File: config.mk
export PLATFORM = sky130hd
export DESIGN_NAME = amdc_pwm_carrier
export DESIGN_NICKNAME = d
export VERILOG_FILES = /design/src/rtl/amdc_pwm_carrier.sv
export SDC_FILE = /design/constraint.sdc
export NUM_CORES = 1
export LEC_CHECK = 0
export ABC_AREA = 1
export BUFFER_PORTS_ARGS = -buffer_cell sky130_fd_sc_hd__buf_2
export CAP_MARGIN = 10
export CORE_UTILIZATION = 35
export CTS_CLUSTER_DIAMETER = 40
export DETAILED_ROUTE_END_ITERATION = 12
export PLACE_DENSITY_LB_ADDON = 0.2
export SLEW_MARGIN = 5
export SYNTH_ARGS = -nofsm -noshare
export SYNTH_HDL_FRONTEND = slang
export SYNTH_SLANG_ARGS = --single-unit
File: constraint.sdc
create_clock -name clk -period 2.38 [get_ports clk]
set_input_delay 0.238 -clock clk [delete_from_list [all_inputs] [get_ports clk]]
set_output_delay 0.238 -clock clk [all_outputs]
set_load 0.005 [all_outputs]
File: src/rtl/amdc_pwm_carrier.sv
// amdc_pwm_carrier
// Triangle-carrier generator for the PWM subsystem. It produces an up/down
// count between 0 and the effective peak. It also emits one-clk event pulses
// at the peak and at the valley. Peak and prescaler are double-buffered and
// are reloaded only at start-up or at the valley, so every period is whole.
//
// Ports
//   clk               system clock
//   rst_n             asynchronous, active-low reset
//   enable            run request (level); a stop completes at the next valley
//   carrier_max       requested peak value, sampled at reload points only
//   carrier_div       requested prescaler; carrier steps every carrier_div+1 clk
//   carrier           current triangle count
//   dir               1 = counting up, 0 = counting down
//   pwm_carrier_high  one-clk pulse in the first clk where carrier == peak
//   pwm_carrier_low   one-clk pulse in the first clk where carrier returns to 0
//   load_done         one-clk pulse when the shadow peak/prescaler are reloaded
module amdc_pwm_carrier #(
    parameter int CNT_W = 16,
    parameter int DIV_W = 8
) (
    input  logic             clk,
    input  logic             rst_n,
    input  logic             enable,
    input  logic [CNT_W-1:0] carrier_max,
    input  logic [DIV_W-1:0] carrier_div,
    output logic [CNT_W-1:0] carrier,
    output logic             dir,
    output logic             pwm_carrier_high,
    output logic             pwm_carrier_low,
    output logic             load_done
);

    typedef enum logic [1:0] {IDLE, UP, DOWN} state_t;

    state_t           state;
    logic [CNT_W-1:0] shadow_max;
    logic [DIV_W-1:0] shadow_div;
    logic [DIV_W-1:0] div_cnt;

    logic [CNT_W-1:0] eff_max;
    logic [CNT_W-1:0] cnt_inc;
    logic [CNT_W-1:0] cnt_dec;
    logic             tick;

    // A zero peak is run as 1 so the peak and valley never fall in the same clk.
    assign eff_max = (shadow_max == '0) ? CNT_W'(1) : shadow_max;
    assign tick    = (div_cnt == shadow_div);
    assign cnt_inc = carrier + CNT_W'(1);
    assign cnt_dec = carrier - CNT_W'(1);

    always_ff @(posedge clk or negedge rst_n) begin
        if (!rst_n) begin
            state            <= IDLE;
            carrier          <= '0;
            dir              <= 1'b1;
            pwm_carrier_high <= 1'b0;
            pwm_carrier_low  <= 1'b0;
            load_done        <= 1'b0;
            shadow_max       <= '0;
            shadow_div       <= '0;
            div_cnt          <= '0;
        end else begin
            // Pulses are asserted for exactly one clk.
            pwm_carrier_high <= 1'b0;
            pwm_carrier_low  <= 1'b0;
            load_done        <= 1'b0;

            case (state)
                IDLE: begin
                    carrier <= '0;
                    dir     <= 1'b1;
                    div_cnt <= '0;
                    if (enable) begin
                        shadow_max <= carrier_max;
                        shadow_div <= carrier_div;
                        load_done  <= 1'b1;
                        state      <= UP;
                    end
                end

                UP: begin
                    div_cnt <= tick ? '0 : div_cnt + DIV_W'(1);
                    if (tick) begin
                        carrier <= cnt_inc;
                        if (cnt_inc == eff_max) begin
                            pwm_carrier_high <= 1'b1;
                            dir              <= 1'b0;
                            state            <= DOWN;
                        end
                    end
                end

                DOWN: begin
                    div_cnt <= tick ? '0 : div_cnt + DIV_W'(1);
                    if (tick) begin
                        carrier <= cnt_dec;
                        if (cnt_dec == '0) begin
                            // Valley: the only mid-run point where new
                            // settings take effect. Carrier is 0 here, so a
                            // smaller peak cannot strand it above the peak.
                            pwm_carrier_low <= 1'b1;
                            shadow_max      <= carrier_max;
                            shadow_div      <= carrier_div;
                            load_done       <= 1'b1;
                            dir             <= 1'b1;
                            state           <= enable ? UP : IDLE;
                        end
                    end
                end

                default: state <= IDLE;
            endcase
        end
    end

endmodule

==> results.yml, run 1 <==
routing:
  dr_wl_met2_mm: 4.82
  highest_layer: "met4"
  avgViaCountPerCell: 4.90
  wirelength_mm: 10.4
  wl_met3_um: 432
  dr.pass1.iters: 5
  first_iter_violations: 170
  wl_per_cell_um: 14.1
  dr_total_vias: 3618
  ant_nets: 0
  drc: 0
  wl_met1_mm: 5.00
synth:
  synth_ff_type: "dfrtp_1"
  netlist_area_um2: 3720
  synth_edf_count: 0
  synthDistinctLibCells: 38
  ys.warnings.count: 0
  postSynthAreaPerCell_um2: 7.06
  synth_area_leaders: "dfrtp_1, nand2_1, nand3_1"
  ys_seq_elements: 54
  async_flop_share_pct: 100
  synth_cells: 527
  synth_area_leader_cell: "dfrtp_1"
  yosysSeqAreaShare_pct: 36.3
  yosysTopAreaCellShare_pct: 35.6
  syn_nets: 562
timing:
  min_period_ns: 2.28
  fin_skew_ns: 0.0104
  finalMaxSlewViolations: 0
  period_share_pct: 95.9
  fmax_ghz: 0.438
  timing.setup.tns_ns: 0
  relSlewSlack_pct: 69.4
  worst_pin_slew_ns: 0.460
  setup_viol: 0
  hold_violations: 0
  hold_slack_ns: 0.141
place:
  dp_hpwl_mm: 7.83
  place_inst: 719
  numPortBuffers: 46
  place.gp.congestion: 0.930
  place_area_um2: 4250
finish:
  regArea_um2: 1360
  drive_above_1_share_pct: 21.1
  stdcell_area_um2: 4570
  nFillCells: 1106
  syn_to_final_growth_pct: 22.8
  final_core_util_pct: 44.2
  multi_input_area_um2: 2050
  layout.cells.non_filler: 739
  diodes: 0
  nets: 637
cts:
  clock_path_buffers: 2
  htree_levels: 2
  cts.sinks: 54
  numCtsBuffers: 5
  clk_latency_ns: 0.32
  cts_root_buf: "clkbuf_8"
  cts_tree: "done"
  cts.clk_slew.worst_paths_ns: 0.11
global_routing:
  grt.overflow.total: 0
  grt.total_usage_pct: 18.8
  antenna_found_initial: 0
  grt_pass1_wl_mm: 16.4
  grt_pass1_vias: 3322
  grt_max_degree: 49
floorplan:
  coreArea_um2: 10300
  die_height_um: 105
  start_util_pct: 36.0
  dieArea_um2: 11000
  rows: 37
  die_w_um: 105
  io-pin-count: 47
outcome:
  outcome: "finished, final reports clean"
setup_path:
  worstPathRequired_ns: 2.59
  crit_type: "flop to flop"
  startpoint_type: "flop"
  cp_max_fo: 12
  cp.arrival_ns: 2.50
  cp-end-kind: "flop"
power:
  p_per_area_nw_per_um2: 1690
  ir_worst_vdd_uv: 551
  p_leak_uw: 0.00236
job:
  maxCapViolCount: 0
min_path:
  hp-class: "input port to flop"
## registers in the layout (all words and copies together), names as in the netlist
register          cells
carrier              16
dir                   1
div_cnt               8
load_done             1
pwm_carrier_high      1
pwm_carrier_low       1
shadow_div            8
shadow_max           16
state                 2
## metal layers
| metal | vias to the layer above | GRT usage (%) |
|---|---|---|
| li1 | 1851 | - |
| met5 | - | 0 |
| met2 | 92 | 30.6 |
| met3 | 14 | 2.25 |
| met4 | 0 | 5.43 |
| met1 | 1661 | 26.2 |
## power breakdown
group | switching (uW) | internal [uW]
Combinational | 3060 | 2220
Sequential | 455 | 1310
Clock | 340 | 320
## metrics by stage
step	power (uW)	setup slack, ns
2_1_floorplan	5060	0.181
4_1_cts	7090	0.0356
3_3_place_gp	6390	0.109
6_report	7710	0.0985
3_5_place_dp	6400	0.0741
5_1_grt	8400	-0.0697
## worst paths after layout
check	start	end	slack [ns]	depth (start not counted)
setup / recovery	carrier[0]$_DFFE_PN0P_	shadow_div[5]$_DFFE_PN0P_	0.1	14
hold / removal	carrier_max[11]	shadow_max[11]$_DFFE_PN0P_	0.14	3
setup reg to reg	carrier[0]$_DFFE_PN0P_	shadow_div[5]$_DFFE_PN0P_	0.1	14
hold reg to reg	dir$_DFFE_PN1P_	dir$_DFFE_PN1P_	0.47	2
max in group asynchronous	rst_n	shadow_max[14]$_DFFE_PN0P_	1.39	3
min in group asynchronous	rst_n	carrier[4]$_DFFE_PN0P_	0.36	2
## area by class of cell
class | instances | share of cell area (%)
clock inverter | 3 | 1.04
multi-input combinational | 386 | 44.9
tap | 136 | 3.73
inverter | 69 | 5.72
timing repair buffer | 86 | 13.4
sequential | 54 | 29.7
clock buffer | 5 | 1.51
## cell usage after synthesis, drive strengths merged, types with 2 or more instances
| master | instances |
|---|---|
| a21oi | 3 |
| a22o | 2 |
| a22oi | 2 |
| buf | 11 |
| clkbuf | 7 |
| clkinv | 2 |
| dfrtp | 53 |
| ha | 8 |
| inv | 67 |
| nand2 | 146 |
| nand3 | 58 |
| nand3b | 7 |
| nand4 | 13 |
| nor2 | 53 |
| nor3 | 4 |
| nor4 | 2 |
| o21ai | 50 |
| o22ai | 5 |
| xnor2 | 2 |
| xor2 | 24 |
## cells in the final DEF, fill, tap and decap left out, drive strengths merged, types with 8 or more instances in the layout
master  synthesis  final
buf            11     82
nor2           53     53
inv            67     68
dfrtp          53     53
clkbuf          7      8
nand3          58     58
xor2           24     24
ha              8      8
o21ai          50     50
nand2         146    146
nand4          13     13
## worst max-delay path, cell delays in order (launching register included)
cell and delay, ns:
dfrtp_1 0.41, inv_2 0.08, buf_4 0.15, nand3_4 0.10, nor2_4 0.14, nand2_1 0.09
xor2_1 0.20, nand2_1 0.08, nor2_1 0.10, nand4_1 0.18, nand2_2 0.15, nand3_4 0.15
clkbuf_16 0.22, nand2_1 0.05, o21ai_0 0.07
## cell families (layout without fill, tap and decap cells)
logic type | after synthesis | after routing | synth area share [%]
compound gates | 65 | 65 | 9.92
xor+xnor | 27 | 27 | 6.72
fa+ha+maj | 8 | 8 | 2.69
buf+inv | 87 | 163 | 10.0
flops | 54 | 54 | 36.3
mux | 1 | 1 | 0.269
simple gates | 285 | 285 | 34.0
## repair_timing
item,4_1_cts,5_1_grt
endpoints found under the setup margin,0,29
resized for setup,0,16
hold endpoints to repair,13,0
setup buffers,0,7
hold buffers,1,0
No activity file was read; power rests on OpenSTA's default activity.
==> run 2: changes to the inputs <==
- CELL_PAD_IN_SITES_DETAIL_PLACEMENT: default -> 1
- CELL_PAD_IN_SITES_GLOBAL_PLACEMENT: default -> 1
==> run 2 against run 1 <==
Against the previous run:
- the run now ends with negative hold slack left
- first-iteration DRC count shrank 43%
- non-clock buffer count is the same
- clock skew grew 0.0017 ns
- power is 5.7% higher
- combinational power up 7.4%
- sequential share of layout area down 0.14 points
- clock-buffer cell count stayed put
==> results.yml, run 2 (synthesized netlist as in run 1, its figures left out) <==
finish:
  drive_above_1_share_pct: 22.6
  final_common_cell: "nand2_1"
  nets: 637
  diodes: 0
  final_core_util_pct: 44.6
  stdcell_area_um2: 4600
  layout_common_cells: "nand2_1, inv_1, nand3_1"
  syn_to_final_growth_pct: 23.7
  reg.largest.list: "carrier: 16 flops, shadow_max: 16 flops"
  layout.cells.non_filler: 739
setup_path:
  path_cells: "inv_2 -> ha_4 -> nand2_4 -> nor2_4 -> nand2_2 -> buf_6 -> o21ai_4 -> nand2_2 -> nor2_2 -> nand4_1 -> nand2_2 -> nand3_4 -> clkbuf_16 -> nand2_1 -> o21ai_1"
  path_buf_inv: 3
  crit_type: "flop to flop"
  worstPathRequired_ns: 2.60
  startpoint_type: "flop"
  cp_max_fo: 12
  cp_slowest_cell: "dfrtp_1"
  timing.critical_path.mode_cell: "nand2_2"
  cp-end-kind: "flop"
  path_delay_family: "simple AND/OR/NAND/NOR gates"
  cpPeakStageDelay_ns: 0.42
  cp.arrival_ns: 2.53
timing:
  worst_pin_slew_ns: 0.766
  timing.setup.tns_ns: 0
  finalMaxSlewViolations: 0
  fin_skew_ns: 0.0121
  hold_slack_ns: -0.0322
  setup_viol: 0
  period_share_pct: 97.1
  hold_violations: 29
  fmax_ghz: 0.433
  rsz0062_at_grt: "true"
  min_period_ns: 2.31
  relSlewSlack_pct: 48.9
  worst_slack_ns: 0.0688
place:
  dp_hpwl_mm: 8.89
  numPortBuffers: 46
  dp_slack_ns: -0.0184
  place.gp.congestion: 0.877
  place_area_um2: 4230
  place_inst: 719
global_routing:
  grt.overflow.total: 0
  grt_pass1_wl_mm: 19.0
  antenna_found_initial: 0
  grt_max_degree: 49
  grt_pass1_vias: 3760
  grt.total_usage_pct: 22.0
routing:
  avgViaCountPerCell: 5.06
  dr.pass1.iters: 4
  first_iter_violations: 97
  ant_nets: 0
  wl_per_cell_um: 16.3
  wirelength_mm: 12.0
  drc: 0
  dr_total_vias: 3736
power:
  p_per_area_nw_per_um2: 1770
  p_leak_uw: 0.00236
  ir_worst_vdd_uv: 612
min_path:
  hp-class: "input port to async pin"
cts:
  cts_tree: "done"
  cts.clk_slew.worst_paths_ns: 0.12
  clk_latency_ns: 0.33
  cts_root_buf: "clkbuf_8"
  numCtsBuffers: 5
  htree_levels: 2
  cts.sinks: 54
  ctsHoldBuffers: 0
  clock_path_buffers: 2
floorplan:
  dieArea_um2: 11000
  start_util_pct: 36.0
  rows: 37
  coreArea_um2: 10300
  die_w_um: 105
  die_height_um: 105
  io-pin-count: 47
outcome:
  outcome: "complete, but fails checks"
  violations: "negative hold slack"
job:
  maxCapViolCount: 0
==> run 2: per-layer routing <==
layer	routed length, um	vias up	track usage [%]
met5	0	-	0
met1	5440	1801	28.4
met3	323	21	2.87
met2	5900	68	37.1
met4	348	0	8.75
li1	-	1846	-
==> run 2: cell type report <==
type                    count  area [um2]
well taps                 136         170
flip-flops and latches     54        1360
clock inverters             3        47.5
multi-input cells         386        2090
clock buffers               5        68.8
inverters                  69         262
fillers                  1337        5720
repair buffers             86         604
==> run 2: stage by stage <==
| stage | power, uW | hold WS, ns |
|---|---|---|
| 5_1_grt | 8910 | 0.0174 |
| 6_report | 8150 | -0.0322 |
| 2_1_floorplan | 5060 | -0.0576 |
| 3_5_place_dp | 6660 | 0.375 |
| 4_1_cts | 7420 | 0.0105 |
| 3_3_place_gp | 6500 | 0.362 |
==> run 2: where the power goes <==
group          switching, uW  internal, uW
registers                487          1320
logic                   3360          2300
clock network            356           320
==> run 2: worst paths after layout <==
kind	startpoint	end	slack [ns]	depth (start not counted)
setup / recovery	carrier[1]$_DFFE_PN0P_	shadow_max[11]$_DFFE_PN0P_	0.07	15
hold / removal	rst_n	carrier[8]$_DFFE_PN0P_	-0.03	1
setup reg to reg	carrier[1]$_DFFE_PN0P_	shadow_max[11]$_DFFE_PN0P_	0.07	15
hold reg to reg	dir$_DFFE_PN1P_	dir$_DFFE_PN1P_	0.50	2
max in group asynchronous	rst_n	shadow_div[2]$_DFFE_PN0P_	1.73	2
min in group clk	carrier_div[6]	shadow_div[6]$_DFFE_PN0P_	0.14	3
==> run 2: timing repair <==
action	CTS	global route
setup endpoints to repair	27	29
setup buffers	0	7
pin swaps	1	12
endpoints found under the hold margin	0	0
resized for setup	3	25
cloned	0	5
==> run 3: changes to the inputs <==
==> constraint.sdc (replaced) <==
create_clock -name clk -period 2.19 [get_ports clk]
set_input_delay 0.1095 -clock clk [delete_from_list [all_inputs] [get_ports clk]]
set_output_delay 0.1095 -clock clk [all_outputs]
set_load 0.005 [all_outputs]
==> run 3 against run 2 <==
Against the previous run:
- the flow finishes with violations (negative setup slack)
- critical path depth did not move
- combinational power rose by 28%
- clock power fell by 6.5%
- wire length rose by 7.3%
- core utilization rose by 3.9 points
- first-iteration DRC count rose by 70%
- via count rose by 4.5%
- power rose by 21%
- hold slack improved by 0.034 ns
==> results.yml, run 3 (synthesized netlist as in run 1, its figures left out) <==
routing:
  first_iter_violations: 165
  highest_layer: "met4"
  wirelength_mm: 12.9
  avgViaCountPerCell: 5.13
  dr_total_vias: 3903
  dr_wl_met2_mm: 6.50
  ant_nets: 0
  drc: 0
  wl_met3_um: 572
  wl_met1_mm: 5.58
  dr.pass1.iters: 4
  wl_per_cell_um: 16.9
setup_path:
  cp.arrival_ns: 2.48
  startpoint_type: "flop"
  cp-end-kind: "flop"
  r2r_setup_slack_ns: -0.06
  reg2reg_from: "carrier[0]$_DFFE_PN0P_"
  path_cells: "inv_2 -> ha_4 -> nand2_2 -> nor2_4 -> buf_6 -> nand3_2 -> xor2_1 -> nor2_1 -> nand4_1 -> nand2_2 -> nand3_4 -> buf_12 -> buf_16 -> nand2_2 -> o21ai_2"
  cp-startpoint: "carrier[0]$_DFFE_PN0P_"
  path_buf_inv: 4
  cp_max_fo: 12
  worstPathRequired_ns: 2.42
  path_depth: 15
  path_delay_family: "simple AND/OR/NAND/NOR gates"
  cp_slowest_cell: "dfrtp_1"
  cpPeakStageDelay_ns: 0.43
  r2r_cells: 15
  crit_type: "flop to flop"
  timing.critical_path.mode_cell: "nand2_2"
timing:
  rsz0062_at_grt: "true"
  hold_violations: 0
  fin_skew_ns: 0.00765
  fmax_ghz: 0.445
  worst_pin_slew_ns: 0.655
  period_share_pct: 103
  worst_slack_ns: -0.0581
  relSlewSlack_pct: 56.4
  setup_viol: 26
  min_period_ns: 2.25
  finalMaxSlewViolations: 0
place:
  dp_hpwl_mm: 8.99
  dp_slack_ns: -0.202
  place_inst: 724
  place.gp.congestion: 0.923
  place_area_um2: 4270
  numPortBuffers: 46
finish:
  syn_to_final_growth_pct: 34.4
  stdcell_area_um2: 5000
  final_common_cell: "nand2_1"
  layout_common_cells: "nand2_1, inv_1, nand3_1"
  reg.largest.list: "carrier: 16 flops, shadow_max: 16 flops"
  nFillCells: 1316
  diodes: 0
  layout.cells.non_filler: 761
  nets: 659
  drive_above_1_share_pct: 31.2
cts:
  cts.clk_slew.worst_paths_ns: 0.11
  cts.sinks: 54
  clk_latency_ns: 0.33
  cts_tree: "done"
  numCtsBuffers: 5
  clock_path_buffers: 2
  cts_root_buf: "clkbuf_8"
  htree_levels: 2
floorplan:
  dieArea_um2: 11000
  io-pin-count: 47
  coreArea_um2: 10300
  start_util_pct: 36.0
  rows: 37
  die_height_um: 105
  die_w_um: 105
min_path:
  min-delay-start: "carrier_div[3]"
  hold_depth: 3
  hp-class: "input port to flop"
power:
  p_leak_uw: 0.00253
  ir_worst_vdd_uv: 670
  p_per_area_nw_per_um2: 1970
global_routing:
  grt.overflow.total: 0
  antenna_found_initial: 0
  grt_pass1_vias: 4184
  grt.total_usage_pct: 24.3
  grt_max_degree: 34
  grt_pass1_wl_mm: 20.9
job:
  maxCapViolCount: 0
outcome:
  violations: "negative setup slack"
  outcome: "complete, but fails checks"
## run 3: changes by cell type in the layout (fill, tap and decap cells not counted), moves of 4 or more
cell,before,now
nand2_1,138,123
nand2_2,7,21
o21ai_2,4,17
buf_4,32,44
o21ai_1,17,9
buf_16,0,5
o21ai_0,28,24
## run 3: routing by layer
| layer | vias up | track usage [%] |
|---|---|---|
| met4 | 0 | 7.34 |
| met1 | 1917 | 29.8 |
| met3 | 19 | 3.62 |
| met2 | 76 | 43.6 |
| met5 | - | 0 |
| li1 | 1891 | - |
## run 3: power by group
part / total, uW / switching (uW) / internal [uW]
clock network: 633 / 395 / 238
logic: 7230 / 4050 / 3180
registers: 1980 / 553 / 1430
total: 9850 / 5000 / 4860
## run 3: what timing repair did
action	4_1_cts	5_1_grt
pin swaps	10	12
resized for setup	48	37
cloned	5	1
buffers inserted	14	8
hold buffers	1	1
setup endpoints to repair	28	44
endpoints found under the hold margin	23	1
## run 3: final cells by class
cell class                      count  area [um2]  area share (%)
Multi-Input combinational cell    386        2240            44.7
Sequential cell                    54        1360            27.2
Timing Repair Buffer              108         876            17.5
Inverter                           69         264            5.28
Tap cell                          136         170            3.40
Clock buffer                        5        68.8            1.38
Clock inverter                      3        27.5           0.550
## run 3: worst paths after layout
| kind | to |
|---|---|
| worst min register to register | dir$_DFFE_PN1P_ |
| min in group asynchronous | carrier[13]$_DFFE_PN0P_ |
| worst max register to register | shadow_max[10]$_DFFE_PN0P_ |
| worst max-delay path | shadow_max[10]$_DFFE_PN0P_ |
| max in group asynchronous | shadow_max[9]$_DFFE_PN0P_ |
| worst min-delay path | shadow_div[3]$_DFFE_PN0P_ |
## run 3: metrics by stage
| stage | utilization (%) | total power, uW | hold WS (ns) | TNS [ns] |
|---|---|---|---|---|
| global placement | 41.4 | 7110 | 0.174 | -0.229 |
| finish | 48.5 | 9850 | 0.00228 | -0.802 |
| global route | 48.5 | 10700 | 0.00381 | -4.61 |
| floorplan | - | 5500 | -0.186 | 0 |
| detailed placement | 41.4 | 7240 | 0.175 | -0.671 |
| CTS | 46.5 | 9190 | 0.00335 | -0.504 |
## run 3: worst reg2reg max path: stages (launching register included)
cell and delay, ns:
dfrtp_1 0.43, inv_2 0.09, ha_4 0.15, nand2_2 0.07, nor2_4 0.12, buf_6 0.12, nand3_2 0.06, xor2_1 0.16
nor2_1 0.11, nand4_1 0.15, nand2_2 0.12, nand3_4 0.12, buf_12 0.17, buf_16 0.14, nand2_2 0.07, o21ai_2 0.06
